### src/rtl/memoir_pkg.sv
// Shared types and width helpers for the memoir free-list block.
// No logic; the defaults here match the 64-entry PIFO memory.
// Modules keep their own NUMADDR/BITADDR parameters, defaulted from here.
package memoir_pkg;

  localparam int NUMADDR = 64;
  localparam int BITADDR = 6;
  localparam int BITCNT  = BITADDR + 1;

  typedef enum logic {
    INIT  = 1'b0,
    READY = 1'b1
  } fl_state_t;

endpackage

### src/rtl/memoir_ff_freelist_if.sv
// Handshake bundle between the free-list manager and its allocator/releaser.
// Ports: alloc/alloc_vld/alloc_adr (pop), free/free_adr (push), ready,
//        free_cnt, err_uflow, err_dfree (status/error pulses).
interface memoir_ff_freelist_if #(
  parameter int BITADDR = 6
);

  logic               alloc;
  logic               alloc_vld;
  logic [BITADDR-1:0] alloc_adr;
  logic               free;
  logic [BITADDR-1:0] free_adr;
  logic               ready;
  logic [BITADDR:0]   free_cnt;
  logic               err_uflow;
  logic               err_dfree;

  // Client side: requests allocations and releases addresses.
  modport master (
    output alloc, free, free_adr,
    input  alloc_vld, alloc_adr, ready, free_cnt, err_uflow, err_dfree
  );

  // Free-list side.
  modport slave (
    input  alloc, free, free_adr,
    output alloc_vld, alloc_adr, ready, free_cnt, err_uflow, err_dfree
  );

endinterface

### src/rtl/memoir_ff_mem.sv
// Flop-based multi-port memory: NUMWPRT write ports, NUMRPRT read ports.
// Read latency 0 (FLOPOUT=0) or 1 (FLOPOUT=1); writes land on the clock edge.
// No backpressure; higher-numbered write ports win on an address collision.
// Ports: clk, wr_i/wr_adr_i/wr_dat_i per write port, rd_adr_i/rd_dat_o per read port.
module memoir_ff_mem #(
  parameter int NUMADDR = 64,
  parameter int BITADDR = 6,
  parameter int BITDATA = 6,
  parameter int NUMWPRT = 1,
  parameter int NUMRPRT = 1,
  parameter bit FLOPOUT = 1'b0
) (
  input  logic                              clk,
  input  logic [NUMWPRT-1:0]                wr_i,
  input  logic [NUMWPRT-1:0][BITADDR-1:0]   wr_adr_i,
  input  logic [NUMWPRT-1:0][BITDATA-1:0]   wr_dat_i,
  input  logic [NUMRPRT-1:0][BITADDR-1:0]   rd_adr_i,
  output logic [NUMRPRT-1:0][BITDATA-1:0]   rd_dat_o
);

  logic [BITDATA-1:0] mem_q [NUMADDR];

  always_ff @(posedge clk) begin
    for (int p = 0; p < NUMWPRT; p++) begin
      if (wr_i[p]) begin
        mem_q[wr_adr_i[p]] <= wr_dat_i[p];
      end
    end
  end

  for (genvar r = 0; r < NUMRPRT; r++) begin : g_rd
    if (FLOPOUT) begin : g_flop
      logic [BITDATA-1:0] rd_q;
      always_ff @(posedge clk) begin
        rd_q <= mem_q[rd_adr_i[r]];
      end
      assign rd_dat_o[r] = rd_q;
    end else begin : g_comb
      assign rd_dat_o[r] = mem_q[rd_adr_i[r]];
    end
  end

endmodule

### src/rtl/memoir_ff_freelist.sv
// Free-address list: self-initialises 0..NUMADDR-1, then one alloc + one free per cycle.
// Alloc is zero-latency (address decoded from registered head); errors pulse one cycle later.
// alloc_vld drops when the list is empty; illegal/early frees are dropped and flagged.
// Ports: clk, rst (sync, active-low), fl (slave side of memoir_ff_freelist_if).
module memoir_ff_freelist #(
  parameter int NUMADDR = memoir_pkg::NUMADDR,
  parameter int BITADDR = memoir_pkg::BITADDR
) (
  input  logic                 clk,
  input  logic                 rst,
  memoir_ff_freelist_if.slave  fl
);

  import memoir_pkg::*;

  localparam int                CNTW     = BITADDR + 1;
  localparam logic [CNTW-1:0]   CNT_FULL = CNTW'(NUMADDR);
  localparam logic [BITADDR-1:0] PTR_LAST = BITADDR'(NUMADDR - 1);

  fl_state_t state_q, state_d;

  logic [BITADDR-1:0] init_cnt_q, init_cnt_d;
  logic [BITADDR-1:0] head_q, head_d;
  logic [BITADDR-1:0] tail_q, tail_d;
  logic [CNTW-1:0]    count_q, count_d;
  logic [NUMADDR-1:0] bitmap_q, bitmap_d;
  logic               err_uflow_q, err_uflow_d;
  logic               err_dfree_q, err_dfree_d;

  logic               ready;
  logic               init_wr;
  logic               init_last;
  logic               grant;
  logic               free_ok;
  logic               wr_en;
  logic [BITADDR-1:0] wr_adr;
  logic [BITADDR-1:0] wr_dat;
  logic [BITADDR-1:0] rd_dat;

  function automatic logic [BITADDR-1:0] ptr_inc(input logic [BITADDR-1:0] p);
    return (p == PTR_LAST) ? '0 : p + 1'b1;
  endfunction

  // ---------------- FSM ----------------
  always_ff @(posedge clk) begin
    if (!rst) begin
      state_q <= INIT;
    end else begin
      state_q <= state_d;
    end
  end

  assign init_last = (init_cnt_q == PTR_LAST);

  always_comb begin
    state_d = state_q;
    case (state_q)
      INIT:    if (init_last) state_d = READY;
      READY:   state_d = READY;
      default: state_d = INIT;
    endcase
  end

  always_comb begin
    ready   = 1'b0;
    init_wr = 1'b0;
    case (state_q)
      INIT:    init_wr = 1'b1;
      READY:   ready   = 1'b1;
      default: ;
    endcase
  end

  // ---------------- List storage ----------------
  // The free path only writes once ready, so the init counter owns the port in INIT.
  assign wr_en  = init_wr | free_ok;
  assign wr_adr = init_wr ? init_cnt_q : tail_q;
  assign wr_dat = init_wr ? init_cnt_q : fl.free_adr;

  memoir_ff_mem #(
    .NUMADDR (NUMADDR),
    .BITADDR (BITADDR),
    .BITDATA (BITADDR),
    .NUMWPRT (1),
    .NUMRPRT (1),
    .FLOPOUT (1'b0)
  ) u_list (
    .clk      (clk),
    .wr_i     (wr_en),
    .wr_adr_i (wr_adr),
    .wr_dat_i (wr_dat),
    .rd_adr_i (head_q),
    .rd_dat_o (rd_dat)
  );

  // ---------------- Datapath ----------------
  assign grant   = fl.alloc & fl.alloc_vld;
  // Bitmap is sampled before this cycle's alloc sets it, so freeing the
  // address being granted right now is rejected.
  assign free_ok = fl.free & ready & bitmap_q[fl.free_adr];

  always_comb begin
    init_cnt_d  = init_cnt_q;
    head_d      = head_q;
    tail_d      = tail_q;
    count_d     = count_q;
    bitmap_d    = bitmap_q;
    err_uflow_d = fl.alloc & ~fl.alloc_vld;
    err_dfree_d = fl.free & ~free_ok;

    if (init_wr) begin
      init_cnt_d = init_cnt_q + 1'b1;
      if (init_last) count_d = CNT_FULL;
    end

    // A granted address has its bit clear and an accepted free has its bit
    // set, so the two bitmap updates never target the same bit.
    if (grant) begin
      head_d           = ptr_inc(head_q);
      bitmap_d[rd_dat] = 1'b1;
    end
    if (free_ok) begin
      tail_d                = ptr_inc(tail_q);
      bitmap_d[fl.free_adr] = 1'b0;
    end

    case ({grant, free_ok})
      2'b10:   count_d = count_q - 1'b1;
      2'b01:   count_d = count_q + 1'b1;
      default: ;
    endcase
  end

  always_ff @(posedge clk) begin
    if (!rst) begin
      init_cnt_q  <= '0;
      head_q      <= '0;
      tail_q      <= '0;
      count_q     <= '0;
      bitmap_q    <= '0;
      err_uflow_q <= 1'b0;
      err_dfree_q <= 1'b0;
    end else begin
      init_cnt_q  <= init_cnt_d;
      head_q      <= head_d;
      tail_q      <= tail_d;
      count_q     <= count_d;
      bitmap_q    <= bitmap_d;
      err_uflow_q <= err_uflow_d;
      err_dfree_q <= err_dfree_d;
    end
  end

  // ---------------- Outputs ----------------
  assign fl.ready     = ready;
  assign fl.alloc_vld = ready & (count_q != '0);
  // Storage is not reset; hold the address at 0 until init has filled it.
  assign fl.alloc_adr = ready ? rd_dat : '0;
  assign fl.free_cnt  = count_q;
  assign fl.err_uflow = err_uflow_q;
  assign fl.err_dfree = err_dfree_q;

endmodule

### src/flat_wrapper.sv
// flat-port wrapper written by rule: the top's interface ports become plain ports
module memoir_ff_freelist_flat import memoir_pkg::*;
#(
  parameter int NUMADDR = memoir_pkg::NUMADDR,
  parameter int BITADDR = memoir_pkg::BITADDR
)
  (clk, rst, fl_alloc, fl_free, fl_free_adr, fl_alloc_vld, fl_alloc_adr, fl_ready, fl_free_cnt, fl_err_uflow, fl_err_dfree);
  memoir_ff_freelist_if #(.BITADDR(BITADDR)) fl_i ();
  input  logic clk;
  input  logic rst;
  input wire logic [$bits(fl_i.alloc)-1:0] fl_alloc;
  input wire logic [$bits(fl_i.free)-1:0] fl_free;
  input wire logic [$bits(fl_i.free_adr)-1:0] fl_free_adr;
  output wire logic [$bits(fl_i.alloc_vld)-1:0] fl_alloc_vld;
  output wire logic [$bits(fl_i.alloc_adr)-1:0] fl_alloc_adr;
  output wire logic [$bits(fl_i.ready)-1:0] fl_ready;
  output wire logic [$bits(fl_i.free_cnt)-1:0] fl_free_cnt;
  output wire logic [$bits(fl_i.err_uflow)-1:0] fl_err_uflow;
  output wire logic [$bits(fl_i.err_dfree)-1:0] fl_err_dfree;
  assign fl_i.alloc = fl_alloc;
  assign fl_i.free = fl_free;
  assign fl_i.free_adr = fl_free_adr;
  assign fl_alloc_vld = fl_i.alloc_vld;
  assign fl_alloc_adr = fl_i.alloc_adr;
  assign fl_ready = fl_i.ready;
  assign fl_free_cnt = fl_i.free_cnt;
  assign fl_err_uflow = fl_i.err_uflow;
  assign fl_err_dfree = fl_i.err_dfree;
  memoir_ff_freelist #(.NUMADDR(NUMADDR), .BITADDR(BITADDR)) u_core (.clk(clk), .rst(rst), .fl(fl_i));
endmodule
### config.mk
export PLATFORM = sky130hd
export DESIGN_NAME = memoir_ff_freelist_flat
export DESIGN_NICKNAME = d
export VERILOG_FILES = /design/src/rtl/memoir_pkg.sv /design/src/rtl/memoir_ff_freelist_if.sv /design/src/rtl/memoir_ff_mem.sv /design/src/rtl/memoir_ff_freelist.sv /design/src/flat_wrapper.sv
export SDC_FILE = /design/constraint.sdc
export NUM_CORES = 1
export LEC_CHECK = 0
export CAP_MARGIN = 20
export CORE_MARGIN = 4
export CORE_UTILIZATION = 50
export CTS_CLUSTER_SIZE = 16
export DETAILED_ROUTE_END_ITERATION = 6
export PLACE_DENSITY = 0.66
export SLEW_MARGIN = 10
export SYNTH_ARGS = -nofsm -noshare
export SYNTH_HDL_FRONTEND = slang
export SYNTH_SLANG_ARGS = --single-unit
### constraint.sdc
create_clock -name clk -period 6.5 [get_ports clk]
set_input_delay 1.3 -clock clk [delete_from_list [all_inputs] [get_ports clk]]
set_output_delay 1.3 -clock clk [all_outputs]
set_load 0.03 [all_outputs]
# After elaboration in Yosys (flattened, before gate mapping)
# Memory sizes are Yosys's and may differ from the RTL's. A register that Yosys moved wholly into a read port is not among the register bits.
# Cells that the tools add are included.
[totals]
mem_bits_rw = 384
elab_cells = 66
memories = 1
inputBits = 10
latchBits = 0
regBits = 92
rom_bits = 0
[op_classes]
eq_ne = 6
bitwise_logic = 13
n_div = 0
muxes = 24
n_shift = 0
magnitude_cmp = 4
multipliers = 0
reduce_logical = 5
n_addsub = 5
[memory_table]
columns = ["memory", "depth", "width", "rd", "rd_clocked_by_memory_dff", "wr", "line", "source"]
rows = [
  ["u_core.u_list.mem_q", 64, 6, 1, 1, 1, "memoir_ff_mem.sv:21", "logic [BITDATA-1:0] mem_q [NUMADDR];"],
]
[op_table]
columns = ["op", "count"]
rows = [
  ["$mux W64", 2],
  ["$and A64 B64 Y64", 1],
  ["$not A64 Y64", 1],
  ["$or A64 B64 Y64", 1],
  ["$mux W6", 7],
  ["$add A6 B1 Y6 const B", 3],
  ["$eq A6 B6 Y1 const B", 3],
  ["$lt A6 B7 Y1 const B", 2],
  ["$mux W7", 2],
  ["$pmux W7 S2", 1],
  ["$demux W1 S6", 2],
  ["$ge A6 B1 Y1 const B", 2],
  ["$mux W1", 8],
  ["$add A7 B1 Y7 const B", 1],
  ["$reduce_bool A7 Y1", 1],
  ["$sub A7 B1 Y7 const B", 1],
  ["$and A1 B1 Y1", 6],
  ["$bmux W1 S6", 1],
  ["$ne A3 B3 Y1 const B", 1],
  ["$not A1 Y1", 3],
  ["$reduce_bool A3 Y1", 1],
  ["$eq A2 B1 Y1 const B", 1],
  ["$eq A2 B2 Y1 const B", 1],
  ["$logic_and A1 B1 Y1", 2],
  ["3 further kinds", 3],
]

# Depth between registers and ports, before layout
# Gate-level depths: netlist (run 1).
[depth]
ltp_word = 8
depth_mapped = 22
mapped_depth_nobuf = 17

# Cells and area by module
# Synthesis (run 1) repeated with hierarchy kept, for this count alone.
[hier_totals]
hier_cells = 1324
area_unflattened_um2 = 20165.6
[by_module_without_submodules]
columns = ["mod", "instances", "area_per_inst_um2", "cells_each", "seq_area_each_um2"]
rows = [
  ["memoir_ff_mem", 1, 15105.7, 714, 11531.1],
  ["memoir_ff_freelist", 1, 5059.9, 610, 1841.8],
]

# Worst setup path after synthesis (run 1)
# No wires, ideal clock.
[synth_timing]
kind = "input to register"
startpoint = "in fl_free_adr[0]"
endpoint = "reg u_core.count_q[6] (netlist: u_core.fl.free_cnt[6])"
setup_slack_ns = 1.318
arrival_time_ns = 5.111
cell_stages = 19
required_ns = 6.430
n_path_buf = 3
path_cell_list = "buf_6 mux4_2 mux4_2 nor3b_1 o41ai_2 buf_6 buf_4 inv_2 ha_1 inv_1 ha_1 nor2b_1 o21ai_0 nand2b_1 a21o_1 a21oi_1 xnor2_1 a211o_1 a21oi_1"
[synth_between]
elab_chain_cells = 6
word_cells_on_any_way = 9
[synth_rtl]
columns = ["element", "line", "source"]
rows = [
  ["from (decl)", "flat_wrapper.sv:13", "input wire logic [$bits(fl_i.free_adr)-1:0] fl_free_adr;"],
  ["$bmux W1 S6 (*)", "memoir_ff_freelist.sv:100", "assign free_ok = fl.free & ready & bitmap_q[fl.free_adr];"],
  ["$mux W1 (implied by the code) (*)", "memoir_ff_freelist.sv:100", ""],
  ["$and A1 B1 Y1 (*)", "memoir_ff_freelist.sv:100", ""],
  ["$eq A2 B2 Y1 or $eq A2 B1 Y1 (tied branches)", "memoir_ff_freelist.sv:127", "case ({grant, free_ok})"],
  ["$ne A3 B3 Y1 (no source line) or $reduce_bool A3 Y1 (tied branches)", "--", ""],
  ["$reduce_and A2 Y1 (no source line)", "--", ""],
  ["to (signal assigned)", "memoir_ff_freelist.sv:147", "count_q <= count_d;"],
  ["to (decl)", "memoir_ff_freelist.sv:25", "logic [CNTW-1:0] count_q, count_d;"],
]
# Every way passes the cells marked *; elsewhere a longest branch is shown, timed or not. The select of a mux whose other input is x is not followed.
# A chain may end at the register's enable or synchronous reset.

==> out/qor_table.md, run 1 <==
| Step | Parameter | Value |
|:---|:---|:---|
| worst setup path | CP Capture Type | output port |
| timing | Worst clock skew | 0.0164 ns |
| timing | Final setup vio count | 0 |
| cts | Buffer depth of the longest clock path | 3 |
| drt | DR vias/cell | 6.32 |
| placement | HPWL after detailed placement | 30.9 mm |
| synthesis | Fraction of post-synthesis cell area in the top cell type by area | 0.566 |
| die | Die Outline Area | 0.0440 sq mm |
| timing | Achievable clock frequency | 182 MHz |
| final layout | Fraction of final layout cells sized beyond drive strength 1 | 0.192 |
| synthesis | Top flip-flop cell by instance count after synthesis | edfxtp_1 |
| cts | H-Tree Level Count | 2 |
| final layout | Antenna diode instance count | 0 |
| synthesis | Largest area contributor in the synthesized netlist | edfxtp_1 |
| cts | Clock buffer count from CTS | 50 |
| global routing | Total gr overflow | 0 |
| hold path | Hold path startpoint | u_core.bitmap_q[14] |
| worst setup path | Beginning of the worst register-to-register path | u_core.bitmap_q[5] |
| timing | Final hold violation count | 0 |
| final layout | Final design instance area without fill | 0.0227 sq mm |
| placement | # port buffers | 26 |
| final layout | Final nets | 1353 |
| final layout | Area of all sequential standard cells | 0.0135 sq mm |
| global routing | Total global routing track utilization | 0.221 |
| timing | Worst Tran Pin Value | 1.09 ns |
| global routing | Number of antenna violations at the first check in global routing | 0 |
| global routing | Via count of the first global-routing pass | 11500 |
| worst setup path | Setup Crit Path Kind | register to output port |
| drt | DRC | 0 |
| power and ir drop | Power density normalized to cell area | 281 mW/mm^2 |
| cts | Clock latency on the worst-skew pair | 0.58 ns |
| global routing | Pin count of the biggest net entering global routing | 82 |
| die | Die span in x | 210 um |
| final layout | Fill count | 3085 |
| die | Vertical die dimension | 210 um |
| placement | Worst slack at placement | 0.584 ns |
| run | Max cap viols | 0 |
| synthesis | Cell area after synthesis | 0.0204 sq mm |
| cts | Post-CTS clock slew at the launch and capture registers of the worst setup and hold paths | 0.06 ns |
| synthesis | Dominant cells by area after synthesis | edfxtp_1 (57%), mux4_2 (11%), dfxtp_1 (9.6%) |
| synthesis | Synthesized flop and latch total | 482 |
| cts | TritonCTS sink count | 482 |
| die | Cell Rows | 73 |
| final layout | Area growth from synthesis to final layout | 11.5% |
| synthesis | Mapped Avg Cell Area | 15.8 sq um |
| hold path | Worst hold path class | register to register |
| placement | Final weighted congestion in routability-driven placement | 0.869 |
| worst setup path | WP data required | 5.20 ns |
| timing | Final worst setup slack | 0.994 ns |
| timing | Normalized max-slew margin | 0.269 |
| timing | Number of max-slew violations in the final report | 0 |
| synthesis | EDFF count, synth | 384 |
| final layout | Fraction of the core area covered by cells at the end of the flow | 0.568 |
| synthesis | Number of warnings printed during yosys synthesis | 0 |
| worst setup path | Worst path arrival time | 4.21 ns |
| synthesis | Async set-or-reset flop fraction in the synthesized netlist | 0 |
| final layout | Multi-input gate area in the final layout | 0.00630 sq mm |
| synthesis | Post-synthesis net count | 1315 |
| cts | Root cell of the clock tree | clkbuf_16 |
| power and ir drop | Sum of internal, switching and leakage power | 6.39 mW |
| synthesis | Number of distinct library cell variants in the gate-level netlist after synthesis | 86 |
| timing | Total negative setup slack | 0 ns |
| final layout | Layout Cells excl Fill | 1897 |
| drt | Wire length per cell | 25.7 um |
| timing | Share of the cycle needed by the critical path after routing | 0.847 |
| timing | Final-layout worst hold slack | 0.490 ns |
| power and ir drop | Maximum ir drop on the vdd rail | 0.000176 V |
| outcome | Run status | complete, no violations |
| die | Boundary pin count | 27 |
| drt | Drt total wl | 48.7 mm |
| power and ir drop | Static leakage | 7.12 nW |
| synthesis | Sequential-to-total area share from yosys stat | 0.662 |
| global routing | Global-route wire length before repair | 74.0 mm |
| placement | Number of instances in the placed design | 1804 |
| synthesis | Instance count of the mapped netlist | 1293 |
| cts | Count of buffers added by post-CTS timing repair for setup | 0 |
| cts | Hold-fix buffers, CTS | 0 |
| placement | Area of placed instances | 0.0211 sq mm |
| drt | Iteration-0 DRC Markers | 1413 |
| timing | Post-layout minimum cycle time | 5.51 ns |
| drt | DRT antenna net count | 0 |
| timing | RSZ-0062 raised after global routing | no |
| die | Effective utilization at floorplan | 0.509 |
| drt | Pre-Repair DR Iteration Count | 6 |
| worst setup path | Critical path peak fanout | 40 |
| drt | Routed via count | 12000 |
| cts | CTS tree | yes |
| cts | Number of gates resized after cts | 0 |
| die | Core Region | 0.0400 sq mm |
| worst setup path | Type of origin of the critical path | register |
==> metal layers <==
layer	vias up	global-route usage	routed length [um]
met5	-	0	0
met4	0	0.0689	1370
met3	96	0.0436	4360
met2	607	0.332	22200
met1	6076	0.329	20800
li1	5208	-	-
==> worst max-delay path, stage by stage, from the launching register on <==
cell	delay, ns
dfxtp_4	0.79
mux4_2	0.65
and2_1	0.18
a2111oi_1	0.67
o41a_1	0.59
nor2_1	0.09
clkdlybuf4s50_1	0.61
==> layout make-up <==
cell class              count  area share
clock buffers              64      0.0601
clock inverters            29      0.0113
inverters                  15     0.00248
multi-input cells         715       0.277
flip-flops and latches    482       0.594
well taps                 525      0.0289
repair buffers             67      0.0256
==> synth_stat cells, types with 13 or more instances <==
master / n
edfxtp_1: 384
mux4_2: 99
dfxtp_1: 98
nor2_1: 96
a21oi_1: 75
nor3_1: 69
nand2_1: 59
a211oi_1: 44
clkbuf_1: 29
mux2i_1: 24
buf_2: 18
nand3_1: 16
o21ai_0: 15
o22ai_1: 15
buf_6: 14
a22oi_1: 13
a31oi_1: 13
==> power breakdown <==
group | internal, mW | total, mW | switching, mW
sequential | 3.33 | 3.34 | 0.00598
clock | 1.67 | 2.84 | 1.16
combinational | 0.0486 | 0.211 | 0.162
total | 5.06 | 6.39 | 1.33
==> logic make-up after synthesis <==
kind of cell    count (synthesis)  share of synthesized area
compound gates                210                     0.0692
mux                           143                      0.137
fa+ha+maj                      12                    0.00774
xor+xnor                       15                    0.00645
simple gates                  335                     0.0874
buf+inv                        96                     0.0293
flops                         482                      0.662
==> worst paths after layout <==
kind / end / slack (ns) / cells past startpoint
min reg2reg: u_core.bitmap_q[14] / 0.49 / 2
max reg2reg: u_core.fl.free_cnt[6] / 2.38 / 16
max: fl_alloc_adr[2] / 0.99 / 6
min: u_core.bitmap_q[14] / 0.49 / 2
==> state kept, by name, summed over array words and instances (netlist names), named ones only <==
name	flops
u_core.fl.err_uflow	1
u_core.fl.err_dfree	1
u_core.head_q	6
u_core.tail_q	6
u_core.bitmap_q	64
u_core.state_q	1
u_core.u_list.mem_q	384
u_core.init_cnt_q	6
u_core.fl.free_cnt	7
==> placed cells by master (no fill, tap or decap), types with 6 or more instances in the layout <==
cell type	n
nand3_1	16
and2_1	10
clkdlybuf4s50_1	26
o22ai_1	15
clkbuf_1	9
nand2b_1	7
xnor2_1	7
mux4_2	99
nor2b_1	12
inv_1	12
xor2_1	8
buf_4	40
nor3_1	69
a22oi_1	13
ha_1	11
dfxtp_1	95
a211oi_1	44
mux2_2	10
clkinv_1	15
clkinv_2	7
edfxtp_1	384
mux2i_1	24
nor2_1	96
a21oi_1	75
a31oi_1	13
o21ai_0	15
nor4_1	6
and3_1	6
nand2_1	56
mux4_1	7
clkbuf_16	51
Power figures use the tool's default switching activity.
==> inputs of run 2 (changes only) <==
- PLACE_DENSITY: 0.66 -> 0.68
- clock period: 6.5 -> 4.5 ns (I/O delays scaled with it)
==> out/qor_table.md, run 2 (same netlist as run 1, synthesis figures left out) <==
| Step | Parameter | Value | vs previous |
|:---|:---|:---|:---|
| outcome | Run status | complete, no violations |  |
| final layout | Commonest non-fill, non-tap cells in the layout | edfxtp_1 (384), buf_4 (105), mux4_2 (99) |  |
| final layout | Flip-flop count of the largest register after layout | 384 | unchanged |
| global routing | Global-route wire length before repair | 75.7 mm | +2.3% |
| worst setup path | Max stage delay cell, worst path | clkdlybuf4s50_1 |  |
| global routing | Number of antenna violations at the first check in global routing | 0 | unchanged |
| worst setup path | Delay of the slowest cell on the worst path | 0.58 ns | -0.21 ns |
| timing | Share of the cycle needed by the critical path after routing | 0.973 |  |
| global routing | Pin count of the biggest net entering global routing | 65 | -21% |
| final layout | Layout Cells excl Fill | 1972 | +4.0% |
| cts | Root cell of the clock tree | clkbuf_16 |  |
| drt | Iteration-0 DRC Markers | 1440 | +1.9% |
| drt | DRT antenna net count | 0 | unchanged |
| worst setup path | Critical path peak fanout | 20 | -50% |
| timing | Number of max-slew violations in the final report | 0 | unchanged |
| placement | Number of instances in the placed design | 1874 | +3.9% |
| drt | Wire length per cell | 25.3 um | -1.7% |
| final layout | Antenna diode instance count | 0 | unchanged |
| timing | Normalized max-slew margin | 0.263 | -0.00528 |
| worst setup path | Buffer and inverter count on the worst path | 3 | +2 |
| power and ir drop | Power density normalized to cell area | 390 mW/mm^2 | +39% |
| final layout | Area growth from synthesis to final layout | 15.2% |  |
| final layout | Final nets | 1435 | +6.1% |
| cts | Post-CTS clock slew at the launch and capture registers of the worst setup and hold paths | 0.06 ns | about the same |
| die | Boundary pin count | 27 | unchanged |
| power and ir drop | Static leakage | 7.64 nW | +7.4% |
| cts | Buffer depth of the longest clock path | 3 | unchanged |
| cts | TritonCTS sink count | 482 | unchanged |
| die | Die Outline Area | 0.0440 sq mm | unchanged |
| worst setup path | CP Capture Type | output port |  |
| final layout | Most common cell after layout, fill and taps aside | edfxtp_1 |  |
| global routing | Via count of the first global-routing pass | 12100 | +5.6% |
| worst setup path | Type of origin of the critical path | register |  |
| timing | Achievable clock frequency | 228 MHz |  |
| worst setup path | Critical path cell sequence | buf_4 -> buf_12 -> mux4_2 -> mux2_2 -> o211ai_1 -> o21ai_2 -> and2_1 -> clkdlybuf4s50_1 |  |
| timing | Worst Tran Pin Value | 1.10 ns | +0.00786 ns |
| worst setup path | Cell family with most CP delay | buffers and inverters |  |
| drt | Pre-Repair DR Iteration Count | 5 | -1 |
| worst setup path | WP data required | 3.60 ns | -1.60 ns |
| global routing | Total gr overflow | 0 | unchanged |
| worst setup path | Setup Crit Path Kind | register to output port |  |
| die | Die span in x | 210 um | unchanged |
| timing | Final worst setup slack | 0.122 ns | -0.872 ns |
| die | Effective utilization at floorplan | 0.509 | unchanged |
| timing | Worst clock skew | 0.0270 ns | +0.0107 ns |
| cts | CTS tree | yes |  |
| run | Max cap viols | 0 | unchanged |
| global routing | Total global routing track utilization | 0.226 | +0.00494 |
| worst setup path | Worst path arrival time | 3.48 ns | -0.73 ns |
| cts | Hold-fix buffers, CTS | 0 | unchanged |
| cts | Clock buffer count from CTS | 49 | -2.0% |
| final layout | Fraction of final layout cells sized beyond drive strength 1 | 0.243 | +0.0516 |
| cts | H-Tree Level Count | 2 | unchanged |
| placement | Worst slack at placement | -0.386 ns | -0.969 ns |
| final layout | Fill count | 2988 | -3.1% |
| final layout | Fraction of the core area covered by cells at the end of the flow | 0.587 | +0.0187 |
| placement | # port buffers | 26 | unchanged |
| placement | HPWL after detailed placement | 32.3 mm | +4.3% |
| timing | Final setup vio count | 0 | unchanged |
| final layout | Multi-input gate area in the final layout | 0.00635 sq mm | +0.85% |
| die | Core Region | 0.0400 sq mm | unchanged |
| drt | Routed via count | 12400 | +3.0% |
| drt | Drt total wl | 49.8 mm | +2.2% |
| drt | DRC | 0 | unchanged |
| drt | DR vias/cell | 6.26 | -0.89% |
| power and ir drop | Sum of internal, switching and leakage power | 9.16 mW | +43% |
| cts | Clock latency on the worst-skew pair | 0.60 ns | +0.02 ns |
| final layout | Area of all sequential standard cells | 0.0135 sq mm | about the same |
| hold path | Worst hold path class | register to register |  |
| power and ir drop | Maximum ir drop on the vdd rail | 0.000265 V | +50% |
| placement | Final weighted congestion in routability-driven placement | 0.879 | +1.1% |
| timing | Final hold violation count | 0 | unchanged |
| die | Cell Rows | 73 | unchanged |
| timing | Post-layout minimum cycle time | 4.38 ns |  |
| die | Vertical die dimension | 210 um | unchanged |
run 2: cell count changes in the layout (fill, tap and decap cells not counted), moves of 3 or more:
cell,before,now
clkdlybuf4s50_1,26,21
clkbuf_8,4,1
buf_4,40,105
clkbuf_1,9,12
clkinv_1,15,9
buf_12,1,10
dlymetal6s2s_1,0,4
buf_2,0,5
run 2: area by class of cell:
class / count / area share
clock buffers: 63 / 0.0558
multi-input cells: 715 / 0.271
clock inverters: 22 / 0.0108
inverters: 15 / 0.00240
flip-flops and latches: 482 / 0.576
repair buffers: 150 / 0.0568
well taps: 525 / 0.0280
run 2: worst paths after layout:
kind / from / endpoint / slack [ns] / depth (start not counted)
setup / recovery: register / fl_alloc_adr[5] / 0.12 / 8
hold / removal: u_core.bitmap_q[12] / u_core.bitmap_q[12] / 0.49 / 2
setup reg to reg: u_core.bitmap_q[7] / u_core.fl.free_cnt[6] / 0.82 / 16
hold reg to reg: u_core.bitmap_q[12] / u_core.bitmap_q[12] / 0.49 / 2
run 2: layer usage:
layer / up-vias / GRT usage / wire [um]
met1: 6226 / 0.319 / 20100
met3: 120 / 0.0487 / 4510
met2: 630 / 0.354 / 23700
met4: 0 / 0.0736 / 1570
li1: 5374 / - / -
met5: - / 0 / 0
run 2: through the flow:
stage                     hold WS (ns)  setup TNS (ns)  area, sq um
after global placement           0.467          -31.42        21700
after CTS                        0.486               0        23400
after global routing             0.529       -0.000848        23500
after floorplan                  0.451               0        20400
final                            0.486               0        23500
after detailed placement         0.472          -49.09        21700
run 2: repair_timing:
| action | 4_1_cts | 5_1_grt |
|---|---|---|
| gates resized for setup | 6 | 11 |
| buffers inserted | 5 | 0 |
| pin swaps | 0 | 1 |
| endpoints found under the setup margin | 5 | 6 |
run 2: report_power, final:
| part | switching [mW] | total [mW] | internal (mW) |
|---|---|---|---|
| combinational | 0.230 | 0.323 | 0.0927 |
| sequential | 0.00938 | 4.83 | 4.82 |
| clock | 1.67 | 4.01 | 2.34 |
| total | 1.91 | 9.16 | 7.25 |
run 2: worst reg2reg max path: cells and delay by family (launching register included):
family | cells | cell delay [ns]
flip-flops | 1 | 0.32
AO/OA/AOI/OAI | 6 | 1.27
AND/OR/NAND/NOR | 3 | 0.41
adder cells (fa/ha/maj) | 2 | 0.41
XOR/XNOR | 1 | 0.09
buffers and inverters | 2 | 0.15
multiplexers | 2 | 0.95
==> inputs of run 3 (changes only) <==
- CORE_MARGIN: 4 -> default
- GPL_TIMING_DRIVEN: default -> 1
==> out/qor_table.md, run 3 (same netlist as run 1, synthesis figures left out) <==
| Step | Parameter | Value | vs previous |
|:---|:---|:---|:---|
| outcome | Run status | complete, no violations |  |
| hold path | Instance count along the most critical hold path | 2 | unchanged |
| timing | Final setup vio count | 0 | unchanged |
| drt | Routed via count | 12600 | +1.7% |
| timing | Final worst setup slack | 0.0124 ns | -0.109 ns |
| drt | Iteration-0 DRC Markers | 1584 | +10% |
| cts | H-Tree Level Count | 2 | unchanged |
| drt | DRC | 0 | unchanged |
| timing | Share of the cycle needed by the critical path after routing | 0.997 | +0.0243 |
| global routing | Global-route wire length before repair | 77.1 mm | +2.0% |
| cts | Clock latency on the worst-skew pair | 0.61 ns | about the same |
| power and ir drop | Maximum ir drop on the vdd rail | 0.000310 V | +17% |
| cts | Hold-fix buffers, CTS | 0 | unchanged |
| worst setup path | WP data required | 3.60 ns | about the same |
| timing | Post-layout minimum cycle time | 4.49 ns | +0.109 ns |
| worst setup path | CP Capture Type | output port |  |
| timing | Worst Tran Pin Value | 1.16 ns | +0.0606 ns |
| power and ir drop | Sw frac | 0.214 | +0.00529 |
| final layout | Final design instance area without fill | 0.0236 sq mm | +0.72% |
| final layout | Fill count | 2962 | -0.87% |
| die | Boundary pin count | 27 | unchanged |
| power and ir drop | Static leakage | 7.70 nW | +0.75% |
| timing | Number of max-slew violations in the final report | 0 | unchanged |
| worst setup path | Critical path cell sequence | buf_12 -> mux4_1 -> mux4_2 -> nor2_1 -> o21ai_1 -> and2_1 -> clkdlybuf4s50_1 |  |
| placement | HPWL after detailed placement | 32.7 mm | +1.2% |
| placement | # port buffers | 26 | unchanged |
| drt | Wire length per cell | 25.6 um | +1.4% |
| drt | Drt total wl | 51.0 mm | +2.4% |
| die | Vertical die dimension | 204 um | -2.9% |
| final layout | Flip-flop count of the largest register after layout | 384 | unchanged |
| drt | DRT antenna net count | 0 | unchanged |
| final layout | Antenna diode instance count | 0 | unchanged |
| placement | Final weighted congestion in routability-driven placement | 0.918 | +4.5% |
| final layout | Multi-input gate area in the final layout | 0.00635 sq mm | about the same |
| cts | Root cell of the clock tree | clkbuf_16 |  |
| die | Effective utilization at floorplan | 0.510 | +0.00117 |
| final layout | Area growth from synthesis to final layout | 16.0% |  |
| global routing | Via count of the first global-routing pass | 12300 | +1.5% |
| global routing | Number of antenna violations at the first check in global routing | 0 | unchanged |
| worst setup path | Critical path peak fanout | 9 | -55% |
| final layout | Area of all sequential standard cells | 0.0135 sq mm | about the same |
| final layout | Fraction of the core area covered by cells at the end of the flow | 0.592 | +0.00557 |
| cts | CTS tree | yes |  |
| final layout | Commonest non-fill, non-tap cells in the layout | edfxtp_1 (384), buf_4 (127), mux4_2 (99) |  |
| placement | Area of placed instances | 0.0218 sq mm | +0.44% |
| power and ir drop | Internal power component | 7.27 mW | +0.29% |
| timing | Normalized max-slew margin | 0.225 | -0.0383 |
| worst setup path | Worst Reg2Reg Path Length in Cells | 14 | -2 |
| cts | Buffer depth of the longest clock path | 3 | unchanged |
| timing | Total negative setup slack | 0 ns | unchanged |
| run | Max cap viols | 0 | unchanged |
| power and ir drop | Net switching component of the power | 1.98 mW | +3.5% |
| die | Cell Rows | 73 | unchanged |
| drt | DR vias/cell | 6.30 | +0.62% |
| power and ir drop | Proportion of power drawn by the clock network | 0.442 | +0.004 |
| timing | Worst clock skew | 0.0215 ns | -0.00548 ns |
| global routing | Total global routing track utilization | 0.252 | +0.0261 |
| worst setup path | Type of origin of the critical path | register |  |
| placement | Worst slack at placement | -0.387 ns | -0.00178 ns |
| worst setup path | Setup Crit Path Kind | register to output port |  |
| global routing | Pin count of the biggest net entering global routing | 65 | unchanged |
| drt | Pre-Repair DR Iteration Count | 7 | +2 |
| final layout | Most common cell after layout, fill and taps aside | edfxtp_1 |  |
| die | Core Region | 0.0399 sq mm | -0.23% |
| power and ir drop | Part of the total power dissipated in combinational logic | 0.036 | about the same |
| final layout | Final nets | 1451 | +1.1% |
| cts | TritonCTS sink count | 482 | unchanged |
| cts | Clock buffer count from CTS | 50 | +2.0% |
| final layout | Fraction of final layout cells sized beyond drive strength 1 | 0.253 | +0.0101 |
| hold path | Worst hold path class | register to register |  |
| worst setup path | Worst path arrival time | 3.59 ns | +0.11 ns |
| worst setup path | Max stage delay cell, worst path | mux4_1 |  |
| die | Die Outline Area | 0.0415 sq mm | -5.6% |
| timing | Achievable clock frequency | 223 MHz | -2.4% |
| power and ir drop | Power density normalized to cell area | 391 mW/mm^2 | +0.24% |
| cts | Post-CTS clock slew at the launch and capture registers of the worst setup and hold paths | 0.06 ns | about the same |
| global routing | Total gr overflow | 0 | unchanged |
| power and ir drop | Reg power frac | 0.522 | -0.005 |
| worst setup path | Delay of the slowest cell on the worst path | 0.61 ns | +0.03 ns |
| timing | Final hold violation count | 0 | unchanged |
| die | Die span in x | 204 um | -2.9% |
-- run 3: cell count changes in the layout (fill, tap and decap cells not counted), sizes merged --
cell           delta
buf              +17
clkinv           +10
clkbuf            -8
clkdlybuf4s50     +3
dlymetal6s2s      -3
inv               +2
-- run 3: path summary, 6_finish.rpt --
check              startpoint                     to  slack [ns]
max reg2reg    u_core.state_q  u_core.fl.free_cnt[6]        0.80
min reg2reg  u_core.head_q[1]               register        0.50
max                  register        fl_alloc_adr[5]        0.01
min          u_core.head_q[1]               register        0.50
-- run 3: metal layers --
layer / GRT usage / vias to the layer above / share of wire
met4: 0.0894 / 0 / 0.032
met3: 0.0402 / 124 / 0.089
met1: 0.357 / 6348 / 0.41
li1: - / 5422 / -
met5: 0 / - / 0
met2: 0.396 / 665 / 0.47
-- run 3: critical path, delay by kind of cell (launching register included) --
kind,cells,cell delay [ns]
buf+inv,2,0.78
simple gates,2,0.40
flops,1,0.45
compound gates,1,0.21
mux,2,1.13
-- run 3: cell type report --
class / count / share of cell area
Inverter: 15 / 0.00238
Sequential cell: 482 / 0.571
Clock inverter: 34 / 0.0137
Multi-Input combinational cell: 715 / 0.269
Timing Repair Buffer: 165 / 0.0616
Tap cell: 525 / 0.0278
Clock buffer: 57 / 0.0547
-- run 3: timing repair --
action,in CTS,in global routing
gates resized for setup,2,8
hold endpoints to repair,0,0
gates cloned,0,0
pin swaps,1,8
setup endpoints to repair,6,6
setup buffers,4,7
-- run 3: power groups by stage --
stage	Sequential, mW	Clock [mW]	Combinational (mW)
finish	4.83	4.08	0.334
floorplan	4.92	0	0.180
CTS	4.83	4.16	0.324
global route	4.83	4.31	0.347
detailed placement	4.92	0	0.323
global placement	4.92	0	0.321
-- run 3: metrics by stage --
step,std cells,total power [mW],hold WS (ns)
floorplan,1293,5.10,0.451
global placement,1890,5.24,0.482
detailed placement,1890,5.24,0.482
CTS,1985,9.31,0.500
global route,1993,9.49,0.534
finish,1993,9.24,0.504
